<file path="src/rtl/log2_seq.sv">
// log2_seq: unsigned integer -> unsigned fixed-point log2, leading-one detect then one fraction bit per squaring cycle.
// Latency FRAC_W+2 from accept (FRAC_W+4 with LOG2_SEQ_ROUND_EN); in_ready only when idle, result held until out_ready.
module log2_seq #(
   parameter int IN_W    = 8,
   parameter int FRAC_W  = 5,
   parameter int GUARD_W = 4,
   localparam int INT_W  = $clog2(IN_W),
   localparam int OUT_W  = INT_W + FRAC_W
) (
   input  logic             clk,
   input  logic             rst,
   input  logic             in_valid,
   output logic             in_ready,
   input  logic [IN_W-1:0]  in_data,
   output logic             out_valid,
   input  logic             out_ready,
   output logic [OUT_W-1:0] out_data,
   output logic             out_zero
);

   localparam int MW = IN_W + GUARD_W;
`ifdef LOG2_SEQ_ROUND_EN
   localparam int NBITS = FRAC_W + 1;
`else
   localparam int NBITS = FRAC_W;
`endif
   localparam int CW = $clog2(NBITS + 1);

   typedef enum logic [2:0] {S_IDLE, S_NORM, S_ITER, S_ROUND, S_DONE} state_t;

   state_t             state_q, state_d;
   logic [IN_W-1:0]    x_q, x_d;
   logic [INT_W-1:0]   int_q, int_d;
   logic [MW-1:0]      m_q, m_d;
   logic [CW-1:0]      cnt_q, cnt_d;
   logic [NBITS-1:0]   bits_q, bits_d;
   logic               zero_q, zero_d;
   logic [OUT_W-1:0]   out_data_q, out_data_d;
   logic               out_zero_q, out_zero_d;

   logic [INT_W-1:0]   msb;
   logic [INT_W-1:0]   shamt;
   logic [IN_W-1:0]    norm_x;
   logic [2*MW-1:0]    sq;
   logic               sq_lo_unused;

   // Leading-one position of the captured operand; 0 when the operand is 0.
   always_comb begin
      msb = '0;
      for (int i = 0; i < IN_W; i++) begin
         if (x_q[i]) msb = INT_W'(i);
      end
   end

   assign shamt  = INT_W'(IN_W - 1) - msb;
   assign norm_x = x_q << shamt;

   // Q1.x * Q1.x = Q2.2x; the low MW-1 bits are dropped by truncation.
   assign sq           = {{MW{1'b0}}, m_q} * {{MW{1'b0}}, m_q};
   assign sq_lo_unused = ^sq[MW-2:0];

`ifdef LOG2_SEQ_ROUND_EN
   logic [OUT_W:0] rnd_sum;
   assign rnd_sum = {1'b0, int_q, bits_q[NBITS-1:1]} + {{OUT_W{1'b0}}, bits_q[0]};
`endif

   always_ff @(posedge clk) begin
      if (rst) begin
         state_q <= S_IDLE;
      end else begin
         state_q <= state_d;
      end
   end

   always_comb begin
      state_d = state_q;
      case (state_q)
         S_IDLE:  if (in_valid) state_d = S_NORM;
         S_NORM:  state_d = S_ITER;
         S_ITER: begin
            if (cnt_q == '0) begin
`ifdef LOG2_SEQ_ROUND_EN
               state_d = S_ROUND;
`else
               state_d = S_DONE;
`endif
            end
         end
         S_ROUND: state_d = S_DONE;
         S_DONE:  if (out_ready) state_d = S_IDLE;
         default: state_d = S_IDLE;
      endcase
   end

   always_comb begin
      in_ready  = (state_q == S_IDLE);
      out_valid = (state_q == S_DONE);
      out_data  = out_data_q;
      out_zero  = out_zero_q;
   end

   always_comb begin
      x_d        = x_q;
      int_d      = int_q;
      m_d        = m_q;
      cnt_d      = cnt_q;
      bits_d     = bits_q;
      zero_d     = zero_q;
      out_data_d = out_data_q;
      out_zero_d = out_zero_q;
      case (state_q)
         S_IDLE: begin
            if (in_valid) x_d = in_data;
         end
         S_NORM: begin
            zero_d = (x_q == '0);
            int_d  = msb;
            m_d    = (x_q == '0) ? '0 : {norm_x, {GUARD_W{1'b0}}};
            cnt_d  = CW'(NBITS);
            bits_d = '0;
         end
         S_ITER: begin
            if (cnt_q != '0) begin
               cnt_d  = cnt_q - CW'(1);
               bits_d = NBITS'({bits_q, sq[2*MW-1]});
               m_d    = sq[2*MW-1] ? sq[2*MW-1:MW] : sq[2*MW-2:MW-1];
            end else begin
`ifndef LOG2_SEQ_ROUND_EN
               out_data_d = zero_q ? '0 : {int_q, bits_q};
               out_zero_d = zero_q;
`endif
            end
         end
`ifdef LOG2_SEQ_ROUND_EN
         // Round half-up on the extra bit; a carry out of OUT_W saturates.
         S_ROUND: begin
            out_data_d = zero_q ? '0 : (rnd_sum[OUT_W] ? '1 : rnd_sum[OUT_W-1:0]);
            out_zero_d = zero_q;
         end
`endif
         default: ;
      endcase
   end

   always_ff @(posedge clk) begin
      if (rst) begin
         x_q        <= '0;
         int_q      <= '0;
         m_q        <= '0;
         cnt_q      <= '0;
         bits_q     <= '0;
         zero_q     <= 1'b0;
         out_data_q <= '0;
         out_zero_q <= 1'b0;
      end else begin
         x_q        <= x_d;
         int_q      <= int_d;
         m_q        <= m_d;
         cnt_q      <= cnt_d;
         bits_q     <= bits_d;
         zero_q     <= zero_d;
         out_data_q <= out_data_d;
         out_zero_q <= out_zero_d;
      end
   end

endmodule

</file>
<file path="config.mk">
export PLATFORM = sky130hd
export DESIGN_NAME = log2_seq
export DESIGN_NICKNAME = d
export VERILOG_FILES = /design/src/rtl/log2_seq.sv
export SDC_FILE = /design/constraint.sdc
export NUM_CORES = 1
export LEC_CHECK = 0
export ABC_AREA = 1
export CAP_MARGIN = 0
export CORE_MARGIN = 8
export CORE_UTILIZATION = 38
export DETAILED_ROUTE_END_ITERATION = 8
export DONT_BUFFER_PORTS = 1
export GPL_ROUTABILITY_DRIVEN = 0
export PLACE_DENSITY_LB_ADDON = 0.2
export SLEW_MARGIN = 40
export SYNTH_ARGS = -nofsm -noshare
export SYNTH_HDL_FRONTEND = slang
export SYNTH_SLANG_ARGS = --single-unit
</file>
<file path="constraint.sdc">
create_clock -name clk -period 7.2 [get_ports clk]
set_input_delay 0.72 -clock clk [delete_from_list [all_inputs] [get_ports clk]]
set_output_delay 0.72 -clock clk [all_outputs]
set_load 0.05 [all_outputs]
</file>
Yosys cells after proc, flatten, opt, wreduce, memory -nomap -nowiden
Cells that the tools add are included.
Widths: inputs -> output; s select.
{"block": "totals", "in_bits": 12, "ff_bits": 44, "wordCells": 51, "output_inout_bits": 11}
{"block": "classes", "muxes": 20, "bitwise_logic": 1, "shift": 1, "eq_ne": 8, "mul": 1, "n_addsub": 2, "n_reduce_logical": 9}
{"cell": "$mux 12", "count": 3}
{"cell": "$mux 3", "count": 10}
{"cell": "$mul 12x12->24", "count": 1}
{"cell": "$pmux 12 s2", "count": 1}
{"cell": "$pmux 3 s5", "count": 1}
{"cell": "$pmux 5 s2", "count": 1}
{"cell": "$logic_not 8->1", "count": 1}
{"cell": "$mux 8", "count": 1}
{"cell": "$shl 8x3->8", "count": 1}
{"cell": "$eq 3x2->1 const B", "count": 2}
{"cell": "$logic_not 3->1", "count": 2}
{"cell": "$ne 2x2->1 const B", "count": 3}
{"cell": "$pmux 3 s2", "count": 1}
{"cell": "$reduce_and 2->1", "count": 3}
{"cell": "$mux 5", "count": 1}
{"cell": "$eq 3x1->1 const B", "count": 1}
{"cell": "$eq 3x3->1 const B", "count": 1}
{"cell": "$reduce_and 3->1", "count": 1}
{"cell": "$reduce_bool 3->1", "count": 1}
{"cell": "$sub 3x1->3 const B", "count": 1}
{"cell": "$sub 3x3->3 const A", "count": 1}
{"cell": "$ne 2x1->1 const B", "count": 1}
{"cell": "$reduce_bool 2->1", "count": 1}
{"cell": "$mux 1", "count": 1}
{"cell": "$not 1->1", "count": 1}

Depth between registers and ports, before layout
Gate-level depths: netlist (run 1).
{"block": "logic_depth", "ltp_word": 11, "ltp_mapped": 27, "depth_no_buf": 26}

Worst setup path after synthesis (run 1)
No wires, ideal clock.
{"block": "synth_timing", "kind": "reg2reg", "startpoint": "reg m_q[6]", "endpoint": "reg m_q[8]", "arrival_ns": 4.833, "period_less_slack_ns": 4.954, "path_stages_with_launch": 23, "setup_slack_ns": 2.246, "path_buffers": 2, "path_cell_list": "dfxtp_1 -> clkbuf_1 -> nand2_1 -> fa_1 -> inv_1 -> fa_1 -> fa_1 -> fa_1 -> inv_1 -> fa_1 -> inv_1 -> ha_1 -> nand2_1 -> nor2_2 -> nand2_1 -> nand3b_4 -> nand3_1 -> nand2_1 -> nand2_2 -> buf_6 -> nand3_1 -> nand2_1 -> a21oi_2"}
{"block": "synth_between", "elab_chain_cells": 4}
{"element": "start, declared", "line_no": "34", "text": "logic [MW-1:0] m_q, m_d;"}
{"element": "start signal, assigned", "line_no": "158", "text": "m_q <= m_d;"}
{"element": "$mul 12x12->24", "line_no": "59", "text": "assign sq = {{MW{1'b0}}, m_q} * {{MW{1'b0}}, m_q};"}
{"element": "$mux 12", "line_no": "126", "text": "m_d = sq[2*MW-1] ? sq[2*MW-1:MW] : sq[2*MW-2:MW-1];"}
{"element": "$mux 12", "line_no": "123", "text": "if (cnt_q != '0) begin"}
{"element": "$pmux 12 s2", "line_no": "111", "text": "case (state_q)"}
No other way between the ends. The select of a mux whose other input is x is not followed.
A chain may end at the register's enable or synchronous reset.

Worst setup path in the final report (run 1)
{"block": "layout_timing", "startpoint": "reg m_q[5]", "endpoint": "reg m_q[9]"}
The elaborated chain is that of the path after synthesis.

==> results of run 1 <==
-- registers in the layout (all words and copies together) (netlist names) --
| signal | flops |
|---|---|
| bits_q | 5 |
| cnt_q | 3 |
| int_q | 3 |
| m_q | 12 |
| out_data | 8 |
| out_zero | 1 |
| state_q | 3 |
| x_q | 8 |
| zero_q | 1 |
-- metal layers --
metal | share of wire | vias up | GRT usage
li1 | - | 2622 | -
met5 | 0 | - | 0
met4 | 0.0091 | 0 | 0.0260
met2 | 0.47 | 54 | 0.244
met3 | 0.029 | 10 | 0.0149
met1 | 0.49 | 2346 | 0.198
-- cells by family after synthesis --
logic type,after synthesis,share of synthesized area
AO/OA/AOI/OAI,107,0.0906
buffers and inverters,235,0.146
XOR/XNOR,12,0.0169
flip-flops,44,0.142
adder cells (fa/ha/maj),137,0.371
AND/OR/NAND/NOR,339,0.233
-- through the flow --
stage	instance area [sq um]	hold WS, ns
global placement	6400	0.447
CTS	6590	0.457
finish	6590	0.455
detailed placement	6410	0.447
floorplan	6210	0.436
global route	6590	0.473
-- cell type report --
class                      count  area (sq um)  area share
multi-input combinational    595          4450       0.675
sequential                    44           881       0.134
inverter                     214           808       0.123
tap                          216           270      0.0410
clock buffer                   6           139      0.0211
clock inverter                 2          38.8     0.00588
timing repair buffer           1          7.51     0.00114
-- where the power goes --
| part | switching (mW) | internal (mW) | total [mW] |
|---|---|---|---|
| Combinational | 0.139 | 0.0747 | 0.213 |
| Sequential | 0.0347 | 0.259 | 0.294 |
| Clock | 0.0995 | 0.174 | 0.273 |
| Total | 0.273 | 0.508 | 0.780 |
-- placed cells by master (no fill, tap or decap), drive strengths merged, types with 2 or more instances in the layout --
master,instances
a21oi,67
dfxtp,44
o21ai,34
clkinv,3
nand4,7
nor3,6
or2,3
nor2,43
nor4,2
clkbuf,6
ha,58
inv,212
nand2,231
fa,79
xnor2,9
o21bai,2
nand3b,6
xor2,3
nand3,40
-- worst min path at each step --
stage                          from     endpoint  slack (ns)
after floorplan            int_q[0]  out_data[5]        0.44
after global placement     cnt_q[1]     cnt_q[1]        0.45
after detailed placement   cnt_q[1]     cnt_q[1]        0.45
after CTS                  cnt_q[1]     cnt_q[1]        0.46
after global routing      bits_q[4]    bits_q[4]        0.47
final                      int_q[2]  out_data[7]        0.45
-- worst max-delay path: cells and delay by family (launching register included) --
kind / cells / cell delay, ns
buf+inv: 4 / 0.21
fa+ha+maj: 6 / 3.04
compound gates: 3 / 0.50
simple gates: 8 / 0.95
flops: 1 / 0.84
==> metrics, run 1 <==
number of synthesized flops with an enable pin 0; Placed Cells 1070; reg2reg setup slack 1.58 ns; Hold Path Class reg2reg; post-synthesis net count 1023; crit path to m_q[9]; setup_tns 0 ns; Final Power 780 uW; LEAKAGE approximately 3.8 nW; effective utilization at floorplan 0.390; Pwr Density 118 mW/mm^2; Slew headroom 0.466; Max IR drop VDD 125 uV; die width 144 um; die area 0.0207 sq mm; RR Endpoint m_q[9]; leading cell type by number of instances after synthesis nand2_1; port bufs 0; drt initial violations 239; Max-Cap Viols 0; layout cells sized above 1 0.0406; crit path max fanout 13; library cells used by synthesis 37; first-pass GRT wire length ~24000 um; routed len/inst 12.7 um; TritonCTS Buffers 5; post-layout minimum cycle time 5.62 ns; Slew @ Worst Pin 0.800 ns; Row Count 46; Syn Area/Cell 7.11 sq um; routed vias roughly 5000; synthesized area 0.00621 sq mm; CTS resizes 0; initial antenna violation count 0; Layout Skew 0.00594 ns; routed wire length around 14000 um; Clock Latency Late Sink 0.29 ns; vias in the first global route about 5000; crit start category register; status finished clean; Synth top area share 0.255; dpl ws 1.62 ns; DIE HEIGHT approximately 140 um; Synth warnings 0; # diodes 0; register bit total from synthesis 44; postcts setup bufs 0; Clock Sinks 44; Fillers 1704; Final HPWL DP 11000 um; Post-synth top cells nand2_1, inv_1, fa_1; Post-CTS Hold Buffers 0; Worst-path clk slew 0.06 ns; fin. max-slew vios 0; Fin. Hold Viols 0; NumNets Final approximately 1000; unrepaired setup endpoints after global routing false; critical-path cell list nand2_1 -> fa_1 -> inv_1 -> fa_1 -> fa_1 -> fa_1 -> inv_1 -> fa_1 -> inv_1 -> ha_1 -> nand2_1 -> inv_1 -> a21oi_1 -> nand3_1 -> nand2_1 -> nand2_1 -> nand2_1 -> nand2_1 -> a21oi_1 -> nand2_1 -> a21oi_1; setup ws final 1.58 ns; pin count of the biggest net entering global routing 24; Worst Path Arrival 5.85 ns; asr flop ratio synth 0; maximum clock rate around 0.18 GHz; Non-Filler Instances 1078; Final setup viols 0; drt pass-1 iters 4; CP Capture Type register; sequential element share of the synthesized area 0.142; final core utilization 0.413; total track usage 0.145; top_reg_cell synth dfxtp_1; Synth area leader fa_1; Final Cycle Share 0.781; ranking of synthesized cells by area fa_1, dfxtp_1, nand2_1; total grt overflow 0; Cells after Synth between 800 and 900; hold path depth 2; Reg2Reg Depth 21; Detail Route Antenna Nets 0; CTS tree built; Clock Tree Buf Depth 2; IO Pins 23; Worst EP required 7.42 ns; Worst path slowest cell dfxtp_1; Area Growth Syn to Fin 6.10%; Critical Path Max Stage Delay 0.84 ns; core area between 0.015 and 0.02 sq mm; CP Class reg2reg; Root Buffer clkbuf_16; drt drc 0; Via density 4.67; Most common cell on crit path nand2_1; H-tree depth 2; CP startpoint m_q[5]; reg2reg start m_q[5]
No activity file was read; power rests on OpenSTA's default activity.
==> run 2, diff against run 1 <==
==> constraint.sdc (replaced) <==
create_clock -name clk -period 5.2 [get_ports clk]
set_input_delay 0.52 -clock clk [delete_from_list [all_inputs] [get_ports clk]]
set_output_delay 0.52 -clock clk [all_outputs]
set_load 0.05 [all_outputs]
==> metrics, run 2 (synthesis results as in run 1) <==
status finished clean; NumNets Final 1039; Largest register FFs 12; CTS tree built; Max-Cap Viols 0; crit path max fanout 8; IO Pins 23; first-pass GRT wire length between 20000 and 30000 um; CP Capture Type register; Hold Path Class in2reg; drt pass-1 iters 4; H-tree depth 2; Pwr Density roughly 160 mW/mm^2; drt drc 0; effective utilization at floorplan 0.390; postcts setup bufs 0; final core utilization 0.434; TritonCTS Buffers 5; layout cells sized above 1 0.101; Clock Latency Late Sink 0.29 ns; routed vias between 5000 and 6000; drt initial violations 251; Placed Cells 1098; routed len/inst 13.3 um; crit start category register; Final Cell Area 0.00692 sq mm; maximum clock rate 0.201 GHz; Final HPWL DP 12300 um; CP Class reg2reg; commonest non-fill, non-tap cell in the layout nand2_1; Biggest register m_q; hold path depth 1; Worst Path Arrival 5.19 ns; Via density 4.72; core area 0.0159 sq mm; port bufs 0; total grt overflow 0; Worst-path clk slew about 0.07 ns; vias in the first global route between 5000 and 6000; HP Start rst; Post-CTS Hold Buffers 0; die area 0.0207 sq mm; Area Growth Syn to Fin 11.4%; commonest non-fill, non-tap cells in the layout nand2_1, inv_1, fa_1; Slew @ Worst Pin 0.636 ns; Post-DP Area 0.00664 sq mm; RR Endpoint m_q[9]; post-layout minimum cycle time a little under 5 ns; total track usage 0.153; Reg2Reg Depth 21; Final setup viols 0; Worst EP required around 5.4 ns; Max IR drop VDD about 150 uV; # diodes 0; Hold Path Sink m_q[2]; DIE HEIGHT 144 um; setup_tns 0 ns; Root Buffer clkbuf_16; Slew headroom 0.576; reg2reg start m_q[7]; Final Cycle Share 0.956; Layout Skew 0.00908 ns; LEAKAGE 4.01 nW; die width 144 um; Detail Route Antenna Nets 0; pin count of the biggest net entering global routing 24; routed wire length 14700 um; Final Power approximately 1.1 mW; Fillers 1690; Clock Tree Buf Depth 2; Non-Filler Instances between 1000 and 1500; reg2reg setup slack 0.23 ns; Clock Sinks 44; initial antenna violation count 0; Row Count 46; fin. max-slew vios 0; Fin. Hold Viols 0
## run 2: changes by cell type in the layout (fill, tap and decap cells not counted), moves of 4 or more
cell / delta
buf_4: +27
nand2_1: -7
dfxtp_1: -8
dfxtp_4: +5
nand2_2: +6
a21oi_1: -4
## run 2: critical path: stages (launching register included)
cell and delay, ns:
dfxtp_4 0.43, nand2_1 0.09, fa_1 0.56, inv_1 0.07, fa_1 0.48, fa_1 0.52
fa_1 0.55, inv_1 0.05, fa_1 0.53, inv_1 0.04, ha_1 0.34, nand2_2 0.14
inv_1 0.08, a21oi_4 0.20, nand3_2 0.16, nand2_1 0.11, nand2_1 0.05, nand2_1 0.05
nand2_1 0.08, a21oi_2 0.13, nand2_1 0.07, a21oi_2 0.17
## run 2: through the flow
stage | hold WS, ns | setup slack (ns)
6_report | 0.285 | 0.227
5_1_grt | 0.274 | -0.0199
4_1_cts | 0.286 | 0.00411
3_5_place_dp | 0.446 | -0.258
3_3_place_gp | 0.445 | -0.238
2_1_floorplan | 0.436 | 0.246
## run 2: final cells by class
cell class	instances	area [sq um]	share of cell area
Multi-Input combinational cell	596	4540	0.656
Timing Repair Buffer	29	230	0.0333
Inverter	214	808	0.117
Sequential cell	44	903	0.131
Clock buffer	5	125	0.0181
Clock inverter	3	46.3	0.00669
Tap cell	216	270	0.0390
## run 2: metal layers
metal,vias to the layer above,global-route usage,wire length [um]
met3,17,0.0189,391
li1,2689,-,-
met1,2452,0.200,7020
met4,0,0.0216,170
met2,64,0.268,7150
met5,-,0,0
## run 2: worst max-delay path by stage
| stage | start | end | slack (ns) |
|---|---|---|---|
| 6_report | m_q[7] | m_q[9] | 0.23 |
| 4_1_cts | m_q[3] | m_q[9] | 0.004 |
| 3_3_place_gp | m_q[8] | m_q[9] | -0.24 |
| 2_1_floorplan | m_q[6] | m_q[8] | 0.25 |
| 5_1_grt | m_q[3] | m_q[11] | -0.02 |
| 3_5_place_dp | m_q[8] | m_q[9] | -0.26 |
## run 2: power by group
| part | internal [mW] | switching (mW) | total [mW] |
|---|---|---|---|
| logic | 0.130 | 0.217 | 0.346 |
| clock network | 0.229 | 0.151 | 0.380 |
| registers | 0.359 | 0.0315 | 0.390 |
## run 2: what timing repair did
item / 4_1_cts / 5_1_grt
gates resized for setup: 8 / 26
cloned: 0 / 1
setup endpoints to repair: 8 / 13
pin swaps: 0 / 1
==> run 3, diff against run 2 <==
--- a/config.mk
+++ b/config.mk
@@ -8,7 +8,7 @@
 export ABC_AREA = 1
 export CAP_MARGIN = 0
 export CORE_MARGIN = 8
-export CORE_UTILIZATION = 38
+export CORE_UTILIZATION = 65
 export DETAILED_ROUTE_END_ITERATION = 8
 export DONT_BUFFER_PORTS = 1
 export GPL_ROUTABILITY_DRIVEN = 0
==> metrics, run 3 (synthesis results as in run 1) <==
Worst EP required 5.44 ns; Via density around 5.4; core area just over 0.009 sq mm; CTS tree built; CP Class reg2reg; Final setup viols 0; drt initial violations 434; final core utilization 0.712; commonest non-fill, non-tap cells in the layout nand2_1, inv_1, fa_1; Fillers roughly 750; Root Buffer clkbuf_8; Pwr Density approximately 140 mW/mm^2; CP Capture Type register; die width between 100 and 150 um; routed wl met3 898 um; multi-input logic area between 0.004 and 0.005 sq mm; Worst-path clk slew 0.09 ns; clock network power share 0.246; drt drc 0; post-layout minimum cycle time approximately 5.0 ns; die area 0.0129 sq mm; port bufs 0; fin. max-slew vios 0; NumNets Final 1023; status finished clean; register area approximately 910 sq um; Fin. Hold Viols 0; Comb power frac 0.343; Worst Path Arrival 5.22 ns; Detail Route Antenna Nets 0; # diodes 0; Area Growth Syn to Fin 5.90%; TritonCTS Buffers 5; initial antenna violation count 0; first-pass GRT wire length 24600 um; sw frac 0.390; crit start category register; maximum clock rate 0.201 GHz; Final Cycle Share 0.957; vias in the first global route 5459; Clock Sinks 44; Hold Path Class in2reg; Layout Skew 0.00483 ns; effective utilization at floorplan 0.672; Slew @ Worst Pin 0.644 ns; Clock Tree Buf Depth 2; switching power 371 uW; LEAKAGE between 3 and 4 nW; P_int about 580 uW; Post-Route M1 WL 5800 um; Biggest register m_q; drt pass-1 iters 6; H-tree depth 2; Post-CTS Hold Buffers 0; layout cells sized above 1 0.0800; Flop pwr share 0.411; Final HPWL DP 11600 um; Largest register FFs 12; crit path max fanout 6; routed wire length 14200 um; pin count of the biggest net entering global routing 24; routed vias 5457; Slew headroom 0.565; DIE HEIGHT 114 um; Clock Latency Late Sink 0.31 ns; Max IR drop VDD 237 uV; setup_tns 0 ns; commonest non-fill, non-tap cell in the layout nand2_1; total track usage 0.230; met2 WL 7050 um; uppermost layer routed met4; routed len/inst 14.1 um; IO Pins 23; Max-Cap Viols 0; Row Count 35; total grt overflow 0
[run 3: changes by cell type in the layout (fill, tap and decap cells not counted), moves of 2 or more]
cell / change
buf_4: -14
clkbuf_16: -5
clkbuf_8: +6
dfxtp_1: -2
ha_1: -2
ha_2: +2
nand2_1: +4
nand2_2: -4
[run 3: through the flow]
| step | setup slack (ns) | std cells | power (mW) | hold slack (ns) | area [sq um] |
|---|---|---|---|---|---|
| global route | -0.0364 | 1004 | 1.01 | 0.263 | 6580 |
| detailed placement | -0.204 | 995 | 0.714 | 0.451 | 6390 |
| global placement | -0.152 | 995 | 0.702 | 0.442 | 6380 |
| floorplan | 0.246 | 874 | 0.633 | 0.436 | 6210 |
| CTS | 0.0858 | 1003 | 0.945 | 0.266 | 6500 |
| finish | 0.221 | 1004 | 0.952 | 0.261 | 6580 |
[run 3: power groups by stage]
stage	Clock (mW)	Combinational, mW	Sequential (mW)
floorplan	0	0.249	0.384
global placement	0	0.306	0.397
detailed placement	0	0.316	0.397
CTS	0.236	0.318	0.391
global route	0.246	0.370	0.393
finish	0.234	0.327	0.391
[run 3: worst paths after layout]
kind                   from        end  slack, ns  cells past startpoint
hold / removal          rst     m_q[3]       0.26                      1
setup reg to reg     m_q[5]     m_q[9]       0.22                     22
setup / recovery     m_q[5]     m_q[9]       0.22                     22
hold reg to reg   bits_q[4]  bits_q[4]       0.47                      2
[run 3: metal layers]
metal / vias to the layer above / GRT usage
met1: 2585 / 0.279
li1: 2648 / -
met3: 42 / 0.0291
met5: - / 0
met2: 182 / 0.402
met4: 0 / 0.0950
[run 3: area by class of cell]
cell class	count	share of cell area
multi-input cells	595	0.684
flip-flops and latches	44	0.138
inverters	214	0.123
well taps	129	0.0245
repair buffers	14	0.0160
clock buffers	6	0.0126
clock inverters	2	0.00228
[run 3: timing repair]
action | in CTS | in global routing
hold endpoints to repair | 0 | 0
gates cloned | 0 | 0
gates resized for setup | 6 | 24
setup buffers | 0 | 1
setup endpoints to repair | 12 | 13
[run 3: worst max-delay path: stages, from the launching register on]
cell,delay [ns]
dfxtp_4,0.39
buf_4,0.17
fa_1,0.50
fa_1,0.51
inv_1,0.05
fa_1,0.48
inv_1,0.06
fa_1,0.53
inv_1,0.06
fa_1,0.54
inv_1,0.05
ha_1,0.33
nand2_1,0.07
nand2_1,0.08
a21oi_2,0.23
nand3_2,0.16
nand2_1,0.13
nand2_1,0.07
nand2_1,0.06
nand2_1,0.09
a21oi_1,0.17
nand2_1,0.06
a21oi_1,0.11
